`src/rtl/rom_vram_copier.sv`:
```
//------------------------------------------------------------------------------
// rom_vram_copier : boot-time ROM -> VRAM image copy engine, one word per ROM read
// Revision: 1.0
//------------------------------------------------------------------------------
`default_nettype none

module rom_vram_copier #(
  parameter int ADDR_W      = 14,
  parameter int DATA_W      = 8,
  parameter int WORDS       = 16000,
  parameter int ROM_LATENCY = 1,
  parameter int AUTOSTART   = 1
) (
  input  logic              clk_sys,
  input  logic              reset_n,
  input  logic              start,
  output logic [ADDR_W-1:0] rom_addr,
  input  logic [DATA_W-1:0] rom_data,
  output logic [ADDR_W-1:0] vram_addr,
  output logic [DATA_W-1:0] vram_data,
  output logic              vram_we,
  input  logic              vram_stall,
  output logic              progress,
  output logic              done
);

  localparam int                CNT_W     = 3;
  localparam logic [CNT_W-1:0]  C_WAIT_LD = CNT_W'(ROM_LATENCY - 1);
  localparam logic [ADDR_W-1:0] C_LAST    = ADDR_W'(WORDS - 1);

  typedef enum logic [2:0] {
    S_IDLE   = 3'd0,
    S_FETCH  = 3'd1,
    S_WAIT   = 3'd2,
    S_WRITE  = 3'd3,
    S_FINISH = 3'd4
  } state_t;

  state_t             state_q,     state_d;
  logic [ADDR_W-1:0]  index_q,     index_d;
  logic [ADDR_W-1:0]  rom_addr_q,  rom_addr_d;
  logic [ADDR_W-1:0]  vram_addr_q, vram_addr_d;
  logic [DATA_W-1:0]  vram_data_q, vram_data_d;
  logic [CNT_W-1:0]   wait_cnt_q,  wait_cnt_d;
  logic               progress_q,  progress_d;
  logic               done_q,      done_d;
  logic               first_q,     first_d;

  always_comb begin
    state_d     = state_q;
    index_d     = index_q;
    rom_addr_d  = rom_addr_q;
    vram_addr_d = vram_addr_q;
    vram_data_d = vram_data_q;
    wait_cnt_d  = wait_cnt_q;
    progress_d  = progress_q;
    done_d      = done_q;
    first_d     = 1'b0;

    case (state_q)
      S_IDLE: begin
        // first_q is only high on the first clock after reset release
        if (start || ((AUTOSTART != 0) && first_q)) begin
          index_d    = '0;
          rom_addr_d = '0;
          progress_d = 1'b1;
          done_d     = 1'b0;
          state_d    = S_FETCH;
        end
      end
      S_FETCH: begin
        wait_cnt_d = C_WAIT_LD;
        state_d    = S_WAIT;
      end
      S_WAIT: begin
        if (wait_cnt_q == '0) begin
          vram_data_d = rom_data;
          vram_addr_d = index_q;
          state_d     = S_WRITE;
        end else begin
          wait_cnt_d = wait_cnt_q - CNT_W'(1);
        end
      end
      S_WRITE: begin
        if (!vram_stall) begin
          if (index_q == C_LAST) begin
            state_d = S_FINISH;
          end else begin
            index_d    = index_q + ADDR_W'(1);
            rom_addr_d = index_q + ADDR_W'(1);
            state_d    = S_FETCH;
          end
        end
      end
      S_FINISH: begin
        progress_d = 1'b0;
        done_d     = 1'b1;
        state_d    = S_IDLE;
      end
      default: state_d = S_IDLE;
    endcase
  end

  always_ff @(posedge clk_sys or negedge reset_n) begin
    if (!reset_n) begin
      state_q     <= S_IDLE;
      index_q     <= '0;
      rom_addr_q  <= '0;
      vram_addr_q <= '0;
      vram_data_q <= '0;
      wait_cnt_q  <= '0;
      progress_q  <= 1'b0;
      done_q      <= 1'b0;
      first_q     <= 1'b1;
    end else begin
      state_q     <= state_d;
      index_q     <= index_d;
      rom_addr_q  <= rom_addr_d;
      vram_addr_q <= vram_addr_d;
      vram_data_q <= vram_data_d;
      wait_cnt_q  <= wait_cnt_d;
      progress_q  <= progress_d;
      done_q      <= done_d;
      first_q     <= first_d;
    end
  end

  // Stall gates the strobe directly so scan-out wins the slot in the same cycle
  assign vram_we   = (state_q == S_WRITE) && !vram_stall;
  assign rom_addr  = rom_addr_q;
  assign vram_addr = vram_addr_q;
  assign vram_data = vram_data_q;
  assign progress  = progress_q;
  assign done      = done_q;

endmodule

`default_nettype wire

```
`config.mk`:
```
export PLATFORM = sky130hd
export DESIGN_NAME = rom_vram_copier
export DESIGN_NICKNAME = d
export VERILOG_FILES = /design/src/rtl/rom_vram_copier.sv
export SDC_FILE = /design/constraint.sdc
export NUM_CORES = 1
export LEC_CHECK = 0
export ABC_AREA = 1
export CORE_ASPECT_RATIO = 1.1
export CORE_MARGIN = 4
export CORE_UTILIZATION = 60
export CTS_BUF_LIST = sky130_fd_sc_hd__clkbuf_4 sky130_fd_sc_hd__clkbuf_8
export CTS_CLUSTER_DIAMETER = 50
export DETAILED_ROUTE_END_ITERATION = 10
export DONT_BUFFER_PORTS = 1
export HOLD_SLACK_MARGIN = 0.06
export PLACE_DENSITY = 0.73
export SLEW_MARGIN = 20
export SYNTH_ARGS = -nofsm -noshare
export SYNTH_HDL_FRONTEND = slang
export SYNTH_SLANG_ARGS = --single-unit
```
`constraint.sdc`:
```
create_clock -name clk_sys -period 3.1 [get_ports clk_sys]
set_clock_uncertainty 0.2 [all_clocks]
set_input_delay 0.31 -clock clk_sys [delete_from_list [all_inputs] [get_ports clk_sys]]
set_output_delay 0.31 -clock clk_sys [all_outputs]
set_load 0.005 [all_outputs]
```
# Word level (Yosys, flattened, before mapping)
# Cells that the tools add are included.
totals:
  reg_bits: 45
  inputBits: 12
  out_inout_bits: 39
  wordCells: 48
op_classes:
  add_sub_neg: 2
  eq_ne: 10
  mux: 15
  n_reduce_logical: 13
ops:
  columns: ["op", "n"]
  rows:
  - ["$mux W14", 3]
  - ["$pmux W14 S2", 1]
  - ["$mux W3", 5]
  - ["$add A14 B1 Y14 const B", 1]
  - ["$eq A14 B14 Y1 const B", 1]
  - ["$pmux W3 S4", 1]
  - ["$ne A2 B2 Y1 const B", 5]
  - ["$eq A3 B2 Y1 const B", 2]
  - ["$logic_not A3 Y1", 2]
  - ["$pmux W3 S2", 1]
  - ["$reduce_and A2 Y1", 3]
  - ["$reduce_bool A2 Y1", 3]
  - ["$pmux W1 S2", 2]
  - ["$reduce_and A4 Y1", 1]
  - ["$eq A3 B1 Y1 const B", 1]
  - ["$eq A3 B3 Y1 const B", 1]
  - ["$reduce_and A3 Y1", 1]
  - ["$sub A3 B1 Y3 const B", 1]
  - ["$mux W1", 2]
  - ["$logic_and A1 B1 Y1", 1]
  - ["$logic_not A1 Y1", 1]
  - ["$logic_or A1 B1 Y1", 1]

# Depth between registers and ports, before layout
# Gate-level depths: netlist (run 1).
depth:
  depth_word: 4
  ltp_mapped: 11
  mapped_depth_nobuf: 10

# Worst setup path before layout (run 1)
# No wires, ideal clock.
synth_timing:
  path_kind: "register -> register"
  startpoint: "reg wait_cnt_q[0]"
  endpoint: "reg vram_addr_q[0], in the netlist vram_addr[0]"
  setup_ps: 125
  t_arrival_ps: 1471
  t_required_ps: 2775
  setup_slack_ps: 1304
  path_stages_with_launch: 7
  path_buffers: 1
  synth_period_minus_slack_ps: 1796
  path_cell_list: "dfrtp_1 -> inv_1 -> ha_1 -> ha_1 -> nand3_1 -> buf_2 -> mux2_2"
synth_between:
  elab_chain_cells: 2
synth_rtl:
  columns: ["item", "line", "rtl"]
  rows:
  - ["start, declared", "44", "logic [CNT_W-1:0] wait_cnt_q, wait_cnt_d;"]
  - ["start signal, assigned", "121", "wait_cnt_q <= wait_cnt_d;"]
  - ["$logic_not A3 Y1", "76", "if (wait_cnt_q == '0) begin"]
  - ["$reduce_and A2 Y1 (no line)", null, null]
  - ["end signal, assigned", "119", "vram_addr_q <= vram_addr_d;"]
  - ["end, declared", "42", "logic [ADDR_W-1:0] vram_addr_q, vram_addr_d;"]
# Every way passes these cells.
# A chain may end at the register's enable or synchronous reset.

# Worst setup path in the final report (run 1)
layout_timing:
  startpoint: "reg state_q[1]"
  endpoint: "reg rom_addr_q[0], in the netlist rom_addr[0]"
layout_between:
  elab_chain_cells: 3
  elab_cells_between_ends: 8
  cone_classes: "4 x eq/ne; 1 x mux; 3 x reduce/logical"
layout_rtl:
  columns: ["item", "line", "rtl"]
  rows:
  - ["start, declared", "39", "state_t state_q, state_d;"]
  - ["start signal, assigned", "116", "state_q <= state_d;"]
  - ["$eq A3 B2 Y1 or $logic_not A3 Y1 (tied branches)", "60", "case (state_q)"]
  - ["$ne A2 B2 Y1 (no line) or $reduce_bool A2 Y1 (tied branches)", null, null]
  - ["$reduce_and A4 Y1 (no line)", null, null]
  - ["end signal, assigned", "118", "rom_addr_q <= rom_addr_d;"]
  - ["end, declared", "41", "logic [ADDR_W-1:0] rom_addr_q, rom_addr_d;"]
# Parallel ways exist; a longest one is shown, timed or not.

==> flow_summary.yaml, run 1 <==
global_route:
  antenna_found_initial: 0
  grt_first_pass_wirelength_mm: 8.00
  grt_pass1_vias: 1668
  grt_max_degree: 46
  overflow: 0
  grt_usage: 0.221
logic_synthesis:
  mappedNetlistNets: 284
  synth_xor_area_frac: 0
  ys_seq_area_frac: 0.507
  yosysTopAreaCell: "dfrtp_1"
  synth_mux_area_frac: 0.0557
  synthTopCellsByArea: "dfrtp_1 (50%), nand2_1 (14%), nand3_1 (5.6%)"
  synth_top_family_by_area: "simple AND/OR/NAND/NOR gates"
  syn_area_per_cell_sq_um: 8.27
  ys_types: 27
  synth_compound_area_frac: 0.0523
  synthCells: 269
  synth_top_area_frac: 0.495
  ys_seq_elements: 45
  syn_area_sq_um: 2220
  ys_warn_count: 0
  yosys.area_share.adder: 0.0169
  synth-simple-area-share: 0.301
finish:
  final_cell_area_sq_um: 2470
  fillCellCount: 269
  multi_input_area_sq_um: 951
  drive_gt1_frac: 0.124
  layout_common_cells: "nand2_1 (82), dfrtp_1 (44), inv_1 (25), nand3_1 (25), nor2_1 (24)"
  nets: 297
  utilization: 0.718
  layout_commonest_cell: "nand2_1"
  seq_area_sq_um: 1130
  area.growth.synth_to_final_pct: 11.1
  n_antenna_cell: 0
floorplan:
  die_area_sq_um: 4740
  row_count: 22
  io_pins: 51
  core_sq_um: 3440
  start_util: 0.646
  die-width_microns: 66.0
  die_y_microns: 71.8
timing:
  setup_viol: 0
  setup_tns_ns: 0
  slew_viol_final: 0
  period_minus_slack_ns: 1.96
  finalHoldViolCount: 0
  rsz0062_at_grt: "false"
  fmax_mhz: 511
  whs_ns: 0.222
  fin_crit_sh: 0.631
clock_tree:
  clk_latency_ns: 0.35
  post_cts_buffers: 0
  cts_tree: "done"
  path_clk_slew_ns: 0.13
  cts_buffers: 5
  clkSinkCount: 45
  clk_path_buf_depth: 2
  cts-root-buf: "clkbuf_4"
  htreeDepth: 2
worst_setup_path:
  cp_common_cell: "nand2_1"
  max_stage_delay_ns: 0.42
  crit_arrival_ns: 2.00
  required_ns: 3.14
  cpMaxStageDelayCell: "dfrtp_1"
  critPathCaptureType: "flop"
  crit_chain: "inv_2 -> nor2_2 -> nand2_2 -> inv_2 -> nand2_1 -> nand2_1 -> inv_2 -> nand2_4 -> nand2_1 -> nand2_1"
  crit_type: "reg -> reg"
  crit_path_start_kind: "flop"
  crit_path_max_fanout: 16
power_and_ir_drop:
  power.density_nw_per_um2: 678
  p_leak_nw: 1.17
  ir_drop_v: 0.000621
placed_design:
  place_area_sq_um: 2250
  hpwl_mm: 3.20
  gp_congestion: 0.840
  port_buffers: 0
run_status:
  outcome: "complete, no violations"
route:
  route.detailed.drc: 0
  dr.first_iter.drc_count: 91
  drt-pass1-iter-count: 4
  viasPerCell: 5.47
  postRouteAntennaNets: 0
  avgRoutedWirePerCell_microns: 14.7
  drt_wl_total_mm: 4.88
  vias: 1809
job:
  drv_cap: 0
min_path:
  min_path_type: "in -> async"
[logic make-up (layout without fill, tap and decap cells)]
logic type | count (synthesis) | in the layout
adders and majority gates | 3 | 3
buffers and inverters | 35 | 49
muxes | 11 | 11
AOI/OAI and AO/OA | 22 | 22
DFF | 45 | 45
and+or+nand+nor | 152 | 152
other | 1 | 1
[worst paths after layout]
| check | start | to | slack, ns | depth (start not counted) |
|---|---|---|---|---|
| worst max-delay path | state_q[1] | rom_addr[0] | 1.14 | 10 |
| worst min-delay path | reset_n | vram_data[6] | 0.22 | 2 |
| worst max register to register | state_q[1] | rom_addr[0] | 1.14 | 10 |
| worst min register to register | wait_cnt_q[0] | wait_cnt_q[0] | 0.31 | 1 |
| max in group asynchronous | reset_n | first_q | 2.19 | 2 |
| min in group clk_sys | wait_cnt_q[0] | wait_cnt_q[0] | 0.31 | 1 |
[registers in the layout, summed over array words and instances, names as in the netlist]
register    cells
done            1
vram_data       8
first_q         1
vram_addr      14
rom_addr       14
progress        1
wait_cnt_q      3
state_q         3
[critical path, delay by kind of cell (launching register included)]
family	cells	cell delay [ns]
buf+inv	3	0.39
flops	1	0.42
simple gates	7	0.84
[layout make-up]
cell class | instances | share of cell area
inverter | 28 | 0.0426
tap | 48 | 0.0243
clock buffer | 6 | 0.0208
timing repair buffer | 13 | 0.0557
multi-input combinational | 189 | 0.385
sequential | 45 | 0.456
clock inverter | 2 | 0.0152
[synth_stat cells]
library cell / n
nand2_1: 82
dfrtp_1: 44
inv_1: 25
nand3_1: 25
nor2_1: 24
o21ai_0: 15
mux2_2: 11
nand4_1: 5
nand2_2: 4
a21oi_1: 3
clkbuf_1: 3
ha_1: 3
inv_2: 3
nand2_4: 3
nor3_1: 3
buf_2: 2
nor2_2: 2
nor3b_1: 2
o22ai_1: 2
a21o_1: 1
a31oi_1: 1
buf_1: 1
buf_8: 1
conb_1: 1
dfstp_2: 1
nand3b_1: 1
or2_2: 1
[metal layers]
metal | share of wire | track usage | vias to the layer above | wire length [microns]
met2 | 0.46 | 0.344 | 71 | 2270
li1 | - | - | 891 | -
met1 | 0.44 | 0.298 | 842 | 2150
met3 | 0.082 | 0.0705 | 5 | 398
met5 | 0 | 0 | - | 0
met4 | 0.012 | 0.0587 | 0 | 57
[stage by stage]
| step | instances | power [mW] | worst slack (ns) |
|---|---|---|---|
| final | 331 | 1.68 | 1.14 |
| after detailed placement | 311 | 1.27 | 1.21 |
| after floorplan | 269 | 1.20 | 1.30 |
| after global routing | 331 | 1.78 | 0.989 |
| after CTS | 331 | 1.67 | 1.17 |
| after global placement | 311 | 1.26 | 1.22 |
[power breakdown]
group	internal (mW)	leakage [nW]	switching [mW]
Combinational	0.182	0.526	0.347
Clock	0.192	0.0445	0.187
Sequential	0.680	0.595	0.0885
[repair_timing]
action,CTS,global route
hold buffers,12,0
resized for setup,0,0
endpoints found under the hold margin,57,0
endpoints found under the setup margin,0,0
(Power assumes the default switching activity.)
==> run 2, diff against run 1 <==
ABC_AREA = 0   (was 1)
CORE_UTILIZATION = 59   (was 60)
PLACE_DENSITY = 0.75   (was 0.73)
clock period = 1.6 ns   (was 3.1 ns; I/O delays follow)
==> run 2 against run 1 <==
Compared with the run above:
- fmax up 0.20%
- design area up 14%
- total power up 120%
- global-route usage up 3.2 points
- die area down 5.6%
- area after synthesis down 7.9%
- first-iteration DRC count down 22%
- the run now ends with setup timing left
- critical path depth down 5
- highest routed layer unchanged
==> flow_summary.yaml, run 2 <==
route:
  drt-pass1-iter-count: 4
  drt_wl_total_mm: 5.50
  route.detailed.drc: 0
  vias: 1661
  postRouteAntennaNets: 0
  dr.first_iter.drc_count: 71
  viasPerCell: 5.95
  avgRoutedWirePerCell_microns: 19.7
finish:
  n_antenna_cell: 0
  multi_input_area_sq_um: 1020
  seq_area_sq_um: 1130
  fin_cells: 279
  final_cell_area_sq_um: 2810
  area.growth.synth_to_final_pct: 37.1
  fillCellCount: 183
  layout_common_cells: "dfrtp_1 (43), buf_4 (34), mux2_2 (20), dlygate4sd3_1 (11)"
  nets: 246
  drive_gt1_frac: 0.468
  layout_commonest_cell: "dfrtp_1"
logic_synthesis:
  ys_seq_area_frac: 0.551
  synthCells: 179
  synth_edf_count: 0
  ys_seq_elements: 45
  synth_common_cells: "dfrtp_1 (44), mux2_2 (22), o21ai_0 (19)"
  yosysTopAreaCell: "dfrtp_1"
  synthTopCellsByArea: "dfrtp_1 (54%), mux2_2 (12%), o21ai_0 (4.6%)"
  synth_most_common_cell: "dfrtp_1"
  ys_types: 39
  syn_area_sq_um: 2050
  mappedNetlistNets: 194
  ys_warn_count: 0
  synth_top_area_frac: 0.538
  synth_flop_cell: "dfrtp_1"
  synth-async-reset-ratio: 1.00
  syn_area_per_cell_sq_um: 11.4
clock_tree:
  cts-root-buf: "clkbuf_4"
  clkSinkCount: 45
  clk_latency_ns: 0.36
  clk_path_buf_depth: 2
  cts_tree: "done"
  htreeDepth: 2
  cts_buffers: 5
  path_clk_slew_ns: 0.12
timing:
  setup_viol: 42
  setup_tns_ns: -12.00
  whs_ns: 0.0789
  period_minus_slack_ns: 1.95
  rsz0062_at_grt: "true"
  finalHoldViolCount: 0
  timing.final.ws_setup_ns: -0.353
  slew_viol_final: 0
  fmax_mhz: 512
  fin_crit_sh: 1.22
run_status:
  violations: "setup timing"
  outcome: "complete, but fails checks"
floorplan:
  start_util: 0.615
  die-width_microns: 64.2
  io_pins: 51
  core_sq_um: 3330
  row_count: 22
  die_y_microns: 69.8
  die_area_sq_um: 4480
placed_design:
  hpwl_mm: 3.59
  pre_cts_ws_ns: -0.320
  place_inst: 256
  port_buffers: 0
  place_area_sq_um: 2440
  gp_congestion: 0.843
power_and_ir_drop:
  internal-power_mw: 2.42
  ir_drop_v: 0.000845
  switchingPower_mw: 1.29
  p_clk_frac: 0.152
  switching_share: 0.348
  p_leak_nw: 1.28
  power.density_nw_per_um2: 1320
  seqPwrFrac: 0.409
  p_comb_frac: 0.439
global_route:
  grt_usage: 0.252
  grt_pass1_vias: 1839
  grt_max_degree: 46
  grt_first_pass_wirelength_mm: 8.69
  overflow: 0
  antenna_found_initial: 0
worst_setup_path:
  crit_path_start_kind: "flop"
  crit_type: "reg -> reg"
  crit_arrival_ns: 2.00
  required_ns: 1.65
  critPathCaptureType: "flop"
  crit_path_max_fanout: 6
job:
  drv_cap: 0
min_path:
  min_path_type: "in -> async"
-- run 2: cell count changes after synthesis, sizes merged, moves of 11 or more --
cell | before | now
nand2 | 89 | 10
inv | 28 | 8
nor2 | 26 | 8
nand3 | 25 | 9
mux2 | 11 | 22
o31ai | 0 | 11
-- run 2: through the flow --
stage                     utilization  power [mW]
final                           0.843        3.72
after detailed placement        0.732        2.94
after global routing            0.843        3.91
after CTS                       0.819        3.63
after floorplan                     -        2.32
after global placement          0.732        2.86
-- run 2: layout make-up --
cell class	count	area share
Inverter	8	0.0116
Clock buffer	7	0.0210
Sequential cell	45	0.402
Multi-Input combinational cell	118	0.363
Timing Repair Buffer	53	0.181
Tap cell	48	0.0214
-- run 2: final timing paths --
kind / start / end / slack [ns] / depth (start not counted)
max in group asynchronous: reset_n / first_q / 0.85 / 2
worst min-delay path: reset_n / wait_cnt_q[2] / 0.08 / 2
worst min register to register: vram_data[7] / vram_data[7] / 0.35 / 1
min in group clk_sys: rom_data[7] / vram_data[7] / 0.27 / 2
worst max-delay path: rom_addr[7] / rom_addr[11] / -0.35 / 5
worst max register to register: rom_addr[7] / rom_addr[11] / -0.35 / 5
-- run 2: cells by family after synthesis --
group / count (synthesis) / share of synthesized area
other: 1 / 0.00183
flip-flops: 45 / 0.551
adder cells (fa/ha/maj): 3 / 0.0183
AO/OA/AOI/OAI: 43 / 0.136
multiplexers: 22 / 0.121
AND/OR/NAND/NOR: 49 / 0.135
buffers and inverters: 16 / 0.0367
-- run 2: worst max-delay path, stage by stage, from the launching register on --
cell     delay [ns]
dfrtp_1        0.41
or3b_4         0.42
or4_4          0.48
nand2_8        0.12
or3_4          0.14
o31ai_1        0.06
-- run 2: what timing repair did --
| action | in CTS | in global routing |
|---|---|---|
| buffers inserted | 2 | 2 |
| endpoints found under the setup margin | 42 | 42 |
| hold endpoints to repair | 61 | 0 |
| resized for setup | 22 | 19 |
| pin swaps | 4 | 7 |
| hold buffers | 12 | 0 |
-- run 2: power groups by stage --
| stage | clock [mW] | sequential [mW] | combinational (mW) |
|---|---|---|---|
| global placement | 0 | 1.52 | 1.34 |
| detailed placement | 0 | 1.53 | 1.42 |
| global route | 0.611 | 1.55 | 1.75 |
| CTS | 0.574 | 1.51 | 1.55 |
| floorplan | 0 | 1.50 | 0.821 |
| finish | 0.565 | 1.52 | 1.63 |
-- run 2: layer usage --
metal	up-vias	global-route usage	routed length, microns
met5	-	0	0
met4	0	0.129	188
met3	16	0.0567	299
met2	57	0.451	2960
met1	833	0.273	2050
li1	755	-	-
